$ cat src/rtl/button_event_conditioner.sv
// -----------------------------------------------------------------------------
// button_event_conditioner
//
// Turns the five raw board pushbuttons into clean, synchronous, one-hot press
// events for the Simon game controller. Each accepted single-button press
// produces exactly one event, which is held in a 1-deep buffer under a
// valid/ready handshake.
//
// Pipeline: 2-flop synchronizer -> shared debounce FSM on the 5-bit vector ->
//           multi-press rejection -> 1-deep event buffer.
//
// Handshake: press_valid/press_code are registered and stay stable until a
// clk edge sees press_valid && press_ready; that edge empties the buffer
// unless a new event arrives on the same edge, in which case the new event
// replaces the old one. A new event that arrives while the buffer is full and
// press_ready is low is dropped and reported on overflow. press_ready while
// press_valid is low is ignored.
//
// Ports:
//   clk          system clock
//   reset        asynchronous, active-high; clears every flop
//   buttons[4:0] raw pad levels {start, down, right, left, up}, active-high
//   press_valid  buffer holds an unconsumed press
//   press_code   one-hot code of the buffered press (0 when press_valid=0)
//   press_ready  consumer accepts the buffered press on this edge
//   held[4:0]    debounced accepted pattern while pressed/releasing, else 0
//   multi_error  one-cycle pulse: accepted pattern had more than one bit set
//   overflow     one-cycle pulse: new press dropped because buffer was full
//   o_dbg_state  current debounce FSM state (debug visibility only)
// -----------------------------------------------------------------------------
module button_event_conditioner #(
  parameter int DEBOUNCE_CYCLES = 1_000_000
) (
  input  logic       clk,
  input  logic       reset,
  input  logic [4:0] buttons,
  output logic       press_valid,
  output logic [4:0] press_code,
  input  logic       press_ready,
  output logic [4:0] held,
  output logic       multi_error,
  output logic       overflow,
  output logic [1:0] o_dbg_state
);

  localparam int            CW   = $clog2(DEBOUNCE_CYCLES + 1);
  localparam logic [CW-1:0] LAST = CW'(DEBOUNCE_CYCLES);
  localparam logic [CW-1:0] ONE  = CW'(1);

  typedef enum logic [1:0] {
    ST_IDLE      = 2'd0,
    ST_ARMING    = 2'd1,
    ST_HELD      = 2'd2,
    ST_RELEASING = 2'd3
  } state_t;

  state_t        r_state;
  state_t        w_state_nxt;
  logic [4:0]    r_sync1;
  logic [4:0]    r_sync2;
  logic [4:0]    r_cand;
  logic [4:0]    w_cand_nxt;
  logic [4:0]    r_held;
  logic [4:0]    w_held_nxt;
  logic [CW-1:0] r_cnt;
  logic [CW-1:0] w_cnt_nxt;
  logic [CW-1:0] w_cnt_inc;
  logic          w_cnt_done;
  logic          w_accept;
  logic          w_single;
  logic          w_event;
  logic          r_valid;
  logic [4:0]    r_code;
  logic          r_multi;
  logic          r_ovf;

  // The counter value already includes the current sample, so the stable run
  // is complete when this sample brings it to DEBOUNCE_CYCLES.
  assign w_cnt_inc  = r_cnt + ONE;
  assign w_cnt_done = (w_cnt_inc == LAST);

  // Candidate is always nonzero when it is accepted; clearing its lowest set
  // bit leaves zero exactly when a single button is down.
  assign w_single = ((r_cand & (r_cand - 5'd1)) == 5'd0);
  assign w_event  = w_accept && w_single;

  // ---------------------------------------------------------------------------
  // Synchronizer and FSM state register
  // ---------------------------------------------------------------------------
  always_ff @(posedge clk or posedge reset) begin
    if (reset) begin
      r_sync1 <= 5'd0;
      r_sync2 <= 5'd0;
      r_state <= ST_IDLE;
      r_cnt   <= '0;
      r_cand  <= 5'd0;
      r_held  <= 5'd0;
    end else begin
      r_sync1 <= buttons;
      r_sync2 <= r_sync1;
      r_state <= w_state_nxt;
      r_cnt   <= w_cnt_nxt;
      r_cand  <= w_cand_nxt;
      r_held  <= w_held_nxt;
    end
  end

  // ---------------------------------------------------------------------------
  // Debounce FSM next-state logic
  // ---------------------------------------------------------------------------
  always_comb begin
    w_state_nxt = r_state;
    w_cnt_nxt   = r_cnt;
    w_cand_nxt  = r_cand;
    w_held_nxt  = r_held;
    w_accept    = 1'b0;
    case (r_state)
      ST_IDLE: begin
        w_cnt_nxt = '0;
        if (r_sync2 != 5'd0) begin
          w_state_nxt = ST_ARMING;
          w_cand_nxt  = r_sync2;
          w_cnt_nxt   = ONE;
        end
      end
      ST_ARMING: begin
        if (r_sync2 == 5'd0) begin
          w_state_nxt = ST_IDLE;
          w_cnt_nxt   = '0;
        end else if (r_sync2 != r_cand) begin
          // Pattern changed mid-bounce: restart the run on the new pattern.
          w_cand_nxt = r_sync2;
          w_cnt_nxt  = ONE;
        end else if (w_cnt_done) begin
          w_state_nxt = ST_HELD;
          w_held_nxt  = r_cand;
          w_cnt_nxt   = '0;
          w_accept    = 1'b1;
        end else begin
          w_cnt_nxt = w_cnt_inc;
        end
      end
      ST_HELD: begin
        // Additional buttons pressed while held are ignored.
        if (r_sync2 == 5'd0) begin
          w_state_nxt = ST_RELEASING;
          w_cnt_nxt   = ONE;
        end
      end
      ST_RELEASING: begin
        if (r_sync2 != 5'd0) begin
          // Release bounce: still the same press, no new event.
          w_state_nxt = ST_HELD;
          w_cnt_nxt   = '0;
        end else if (w_cnt_done) begin
          w_state_nxt = ST_IDLE;
          w_held_nxt  = 5'd0;
          w_cnt_nxt   = '0;
        end else begin
          w_cnt_nxt = w_cnt_inc;
        end
      end
      default: begin
        w_state_nxt = ST_IDLE;
        w_cnt_nxt   = '0;
        w_held_nxt  = 5'd0;
      end
    endcase
  end

  // ---------------------------------------------------------------------------
  // Event buffer and status pulses
  // ---------------------------------------------------------------------------
  always_ff @(posedge clk or posedge reset) begin
    if (reset) begin
      r_valid <= 1'b0;
      r_code  <= 5'd0;
      r_multi <= 1'b0;
      r_ovf   <= 1'b0;
    end else begin
      r_multi <= w_accept && !w_single;
      r_ovf   <= 1'b0;
      if (w_event) begin
        // A consume on the same edge frees the slot for the new event.
        if (!r_valid || press_ready) begin
          r_valid <= 1'b1;
          r_code  <= r_cand;
        end else begin
          r_ovf <= 1'b1;
        end
      end else if (r_valid && press_ready) begin
        r_valid <= 1'b0;
        r_code  <= 5'd0;
      end
    end
  end

  assign press_valid = r_valid;
  assign press_code  = r_code;
  assign held        = r_held;
  assign multi_error = r_multi;
  assign overflow    = r_ovf;
  assign o_dbg_state = r_state;

endmodule

$ cat config.mk
export PLATFORM = sky130hd
export DESIGN_NAME = button_event_conditioner
export DESIGN_NICKNAME = d
export VERILOG_FILES = /design/src/rtl/button_event_conditioner.sv
export SDC_FILE = /design/constraint.sdc
export NUM_CORES = 1
export LEC_CHECK = 0
export CAP_MARGIN = 20
export CORE_MARGIN = 1
export CORE_UTILIZATION = 38
export DETAILED_ROUTE_END_ITERATION = 10
export PLACE_DENSITY = 0.53
export SETUP_SLACK_MARGIN = 0.5
export SYNTH_ARGS = -nofsm -noshare
export SYNTH_HDL_FRONTEND = slang
export SYNTH_SLANG_ARGS = --single-unit
$ cat constraint.sdc
create_clock -name clk -period 2.8 [get_ports clk]
set_clock_uncertainty 0.15 [all_clocks]
set_input_delay 0.56 -clock clk [delete_from_list [all_inputs] [get_ports clk]]
set_output_delay 0.56 -clock clk [all_outputs]
set_load 0.005 [all_outputs]
# Yosys cells after proc, flatten, opt, wreduce, memory -nomap -nowiden
# Cells that the tools add are included.
[classes] n_div=0 n_eq_ne=17 n_bitwise=1 mux=37 n_lt_le_gt_ge=0 addsub=2 mul=0 n_reduce_logical=17 shift=0
[op_table] operator="$mux W20" n=5
[op_table] operator="$pmux W20 S4" n=1
[op_table] operator="$mux W5" n=11
[op_table] operator="$add A20 B1 Y20 const B" n=1
[op_table] operator="$eq A20 B20 Y1 const B" n=1
[op_table] operator="$pmux W5 S2" n=2
[op_table] operator="$ne A2 B2 Y1 const B" n=8
[op_table] operator="$mux W2" n=7
[op_table] operator="$logic_not A5 Y1" n=2
[op_table] operator="$mux W1" n=10
[op_table] operator="$ne A3 B3 Y1 const B" n=3
[op_table] operator="$pmux W2 S4" n=1
[op_table] operator="$reduce_and A6 Y1" n=1
[op_table] operator="$reduce_bool A2 Y1" n=3
[op_table] operator="$and A5 B5 Y5" n=1
[op_table] operator="$ne A5 B5 Y1" n=1
[op_table] operator="$reduce_and A5 Y1" n=1
[op_table] operator="$reduce_bool A5 Y1" n=1
[op_table] operator="$sub A5 B1 Y5 const B" n=1
[op_table] operator="$eq A2 B2 Y1 const B" n=2
[op_table] operator="$reduce_and A4 Y1" n=1
[op_table] operator="$logic_and A1 B1 Y1" n=3
[op_table] operator="$eq A2 B1 Y1 const B" n=1
[op_table] operator="$logic_not A1 Y1" n=2
[op_table] operator="other kinds (4)" n=4
[word_totals] mem_count=0 input_bits=8 ramBits=0 elab_cells=84 latch_bits=0 romBits=0 reg_bits=50 out_inout_bits=15

# Longest topological paths before layout
[logic_depth] ltp_word=9 depth_mapped=10 mapped_depth_nobuf=8

# Worst setup path after synthesis
# No wires, ideal clock.
[synth_timing] path_kind="flip-flop to flip-flop" startpoint="register r_cnt[0]" endpoint="register r_cnt[6]" t_required_ns=2.571 synth_period_minus_slack_ns=2.487 n_path_buf=2 arrival_time_ns=2.258 stages_incl_launch_ff=11 setup_time_ns=0.079 slack_ns=0.313 path_cell_list="dfrtp_1 > ha_1 > buf_2 > nand4_1 > nor4_1 > xnor2_1 > a21oi_1 > a21oi_2 > buf_2 > a21oi_1 > mux2i_1"
[synth_between] elab_chain_cells=6 elab_cells_between_ends=7 classes_between="1 x add/sub; 1 x eq/ne; 5 x mux"
[synth_rtl] element="from (decl)" line_no="65" source="logic [CW-1:0] r_cnt;"
[synth_rtl] element="from (signal assigned)" line_no="102" source="r_cnt <= w_cnt_nxt;"
[synth_rtl] element="$add A20 B1 Y20 *" line_no="79" source="assign w_cnt_inc = r_cnt + ONE;"
[synth_rtl] element="$eq A20 B20 Y1" line_no="80" source="assign w_cnt_done = (w_cnt_inc == LAST);"
[synth_rtl] element="$mux W20 *" line_no="134, 155"
[synth_rtl] element="$mux W20" line_no="130" source="end else if (r_sync2 != r_cand) begin"
[synth_rtl] element="$mux W20" line_no="127" source="if (r_sync2 == 5'd0) begin"
[synth_rtl] element="$pmux W20 S4 *" line_no="117" source="case (r_state)"
# Every way passes the cells marked *; elsewhere a longest branch is shown, timed or not.
# A chain may end at the register's enable or synchronous reset.

# Final worst setup path
[layout_timing] startpoint="register r_cnt[0]" endpoint="register r_cnt[14]"
# The elaborated chain is that of the path after synthesis.

==> metrics.yaml <==
logic_synthesis:
  synth-seq-cells: 50
  ys_types: 55
  ys_warn_count: 0
  synth_edf_count: 0
  async_flop_share_pct: 100.0
  ys.flop_type: "dfrtp_1"
  synth-seq-area-share_pct: 46.64
  syn_area_sq_um: 2683
  synth_fp_nets: 298
  avgSynthCellArea_sq_um: 9.282
  synthCells: 289
clock_network:
  cts_buffer_depth: 2
  cts-root-buf: "clkbuf_8"
  numCtsBuffers: 5
  cts_tree: "done"
  cts_max_level: 2
  hold_buffers: 0
  cts_sinks: 50
  clock_latency_ps: 310
  path_clk_slew_ps: 100
placement:
  dpl_cell_area_sq_um: 3242
  post-place-ws_ps: 36.90
  io_buffers: 22
  routabilityCongestion: 0.7831
  hpwl_mm: 4.534
worst_setup_path:
  end_kind: "flop"
  crit_buf_inv: 1
  cp.required_ps: 2850
  crit_cells: 8
  rr_worst_depth: 8
  worstSetupPathType: "flop to flop"
  path_cells: "nand3_2 > or4_4 > mux2i_4 > and4b_1 > a21oi_2 > buf_12 > and3_1 > a221o_1"
  critPathLaunchType: "flop"
  path_delay_family: "simple AND/OR/NAND/NOR gates"
  slowest_delay_ps: 560
  critical_path_arrival_ps: 2520
  crit_slowest_cell: "or4_4"
  crit_fanout: 10
grt:
  overflow: 0
  grt_max_degree: 20
  grt_pass1_wl_mm: 11.33
  antenna_found_initial: 0
  grt_pass1_vias: 2261
  grt_usage_pct: 19.81
timing:
  hold_ws_ps: 206.5
  rsz0062_at_grt: "yes"
  final-hold-violation-count: 0
  fmax_ghz: 0.4055
  setup_tns_ps: 0
  max_slew.worst_pin.slew_ps: 416.4
  setup_viol: 0
  drv_slew: 0
  worst_slack_ps: 333.7
  final.min_clock_period_ps: 2466
  maxSlewHeadroom_pct: 72.21
  finalCritPeriodShare_pct: 88.08
cells_and_area:
  drive_gt1_share_pct: 28.93
  area_growth_pct: 36.75
  final_area_sq_um: 3669
  antennaDiodeCount: 0
  nets: 364
power:
  p_clk_share_pct: 38.1
  combPwrFrac_pct: 8.1
  p_leak_nw: 1.613
  power_density_nw_per_um2: 385.8
  p_int_w: 0.001076
  power_w: 0.001415
  pwr-share-seq_pct: 53.8
  switching_share_pct: 23.98
  vdd_drop_max_uv: 242.8
  power.switching_w: 0.0003394
floorplan:
  rows: 30
  die_area_sq_um: 7399
  die_h_microns: 86.02
  core_sq_um: 6794
  die_w_microns: 86.02
  io_pins: 23
  start_util_pct: 39.48
route:
  drtIter0Drc: 135
  drtAntennaViolNets: 0
  wirelength_mm: 6.810
  wire_per_inst_microns: 15.07
  dr_total_vias: 2357
  drtPass1Iterations: 4
  drc: 0
  via_per_inst: 5.215
hold_path:
  hold-path-cell-count: 0
  hp-class: "flop to flop"
job:
  maxCapViolations: 0
status:
  outcome: "finished clean"
[through the flow]
stage / util (%) / std cells
after floorplan: - / 289
after global placement: 47.72 / 422
after detailed placement: 47.72 / 422
after CTS: 52.80 / 449
after global routing: 54.00 / 452
final: 54.00 / 452
[cell usage in the layout (no fill, tap or decap), types with 3 or more instances in the layout]
cell type        netlist  layout
buf_4                  2      49
dfrtp_1               50      48
nand2_1               43      43
nand3_1               38      34
clkdlybuf4s50_1        0      22
nand4_1               11      11
inv_1                 11      10
nor2_1                10       9
or3_1                  8       8
xor2_1                 7       7
xnor2_1                6       5
and3_1                 6       5
o21ai_0               11       5
or3b_1                 5       5
a22o_1                 5       5
clkbuf_8               0       5
nand3_2                1       4
a21oi_1                6       4
nand4b_1               4       4
nor3_2                 1       3
a21oi_2                1       3
nand2b_1               3       3
o21ai_1                0       3
[flip-flops by register name, indices dropped and copies added, names as in the netlist, named ones only]
register,cells
r_sync1,5
r_cnt,20
press_code,5
held,5
overflow,1
o_dbg_state,1
multi_error,1
r_sync2,5
press_valid,1
r_cand,5
[worst paths after layout]
path | slack, ps | end | startpoint
max | 330 | r_cnt[14]$_DFFE_PP0P_ | r_cnt[0]$_DFFE_PP0P_
min | 210 | r_sync2[3]$_DFF_PP0_ | r_sync1[3]$_DFF_PP0_
max reg2reg | 330 | r_cnt[14]$_DFFE_PP0P_ | r_cnt[0]$_DFFE_PP0P_
min reg2reg | 210 | r_sync2[3]$_DFF_PP0_ | r_sync1[3]$_DFF_PP0_
max in group asynchronous | 1530 | r_cnt[1]$_DFFE_PP0P_ | reset
min in group asynchronous | 390 | r_cnt[10]$_DFFE_PP0P_ | reset
[Yosys cell counts, types with 2 or more instances]
cell type / count / share of area (%)
o21ai_0: 11 / 2.1
nor3_1: 4 / 0.75
xnor2_1: 6 / 2.0
and3_1: 6 / 1.4
or3_1: 8 / 1.9
nor2_1: 10 / 1.4
nand2_1: 43 / 6.0
or3b_1: 5 / 1.6
mux2i_1: 3 / 1.1
a22o_1: 5 / 1.6
nand3_1: 38 / 7.1
nand2b_1: 3 / 0.70
buf_2: 7 / 1.3
nand4_1: 11 / 2.6
a221o_1: 2 / 0.75
clkbuf_1: 5 / 0.70
nor4_1: 2 / 0.47
nand3b_1: 2 / 0.56
xor2_1: 7 / 2.3
a21oi_1: 6 / 1.1
or2_2: 2 / 0.47
nand4b_1: 4 / 1.3
dfrtp_1: 50 / 47
and4_1: 3 / 0.98
a21o_1: 2 / 0.56
a211oi_1: 4 / 1.1
inv_1: 11 / 1.5
buf_4: 2 / 0.56
[kinds of logic (layout without fill, tap and decap cells)]
family,count (synthesis),in the layout,share of synthesized area [%]
AO/OA/AOI/OAI,40,40,10.45
AND/OR/NAND/NOR,155,155,32.42
XOR/XNOR,13,13,4.244
flip-flops,50,50,46.64
multiplexers,3,3,1.119
adder cells (fa/ha/maj),2,2,0.8395
buffers and inverters,26,93,4.291
[power groups by stage]
stage,combinational (W),sequential (W),clock (W)
floorplan,0.0000479,0.000773,0
global placement,0.0000985,0.000774,0
detailed placement,0.0000996,0.000775,0
CTS,0.000110,0.000762,0.000553
global route,0.000128,0.000764,0.000581
finish,0.000115,0.000761,0.000539
[layer usage]
| layer | vias to the layer above | global-route usage (%) | wire, microns |
|---|---|---|---|
| li1 | 1178 | - | - |
| met1 | 1133 | 29.28 | 3521 |
| met2 | 41 | 30.01 | 3026 |
| met3 | 5 | 3.080 | 184 |
| met4 | 0 | 5.455 | 78 |
| met5 | - | 0 | 0 |
[cell type report]
cell class                 instances  area, sq um
multi-input combinational        213         1505
fill                             618         3126
tap                               96        120.1
timing repair buffer              74        630.6
clock buffer                       5        68.82
clock inverter                     3        48.80
inverter                          11        41.29
sequential                        50         1254
[timing repair]
| action | CTS | global route |
|---|---|---|
| endpoints found under the setup margin | 35 | 35 |
| pin swaps | 9 | 12 |
| setup buffers | 18 | 3 |
| gates resized for setup | 24 | 16 |
| cloned | 1 | 0 |
Note: power is estimated with default switching activity, not from simulation.
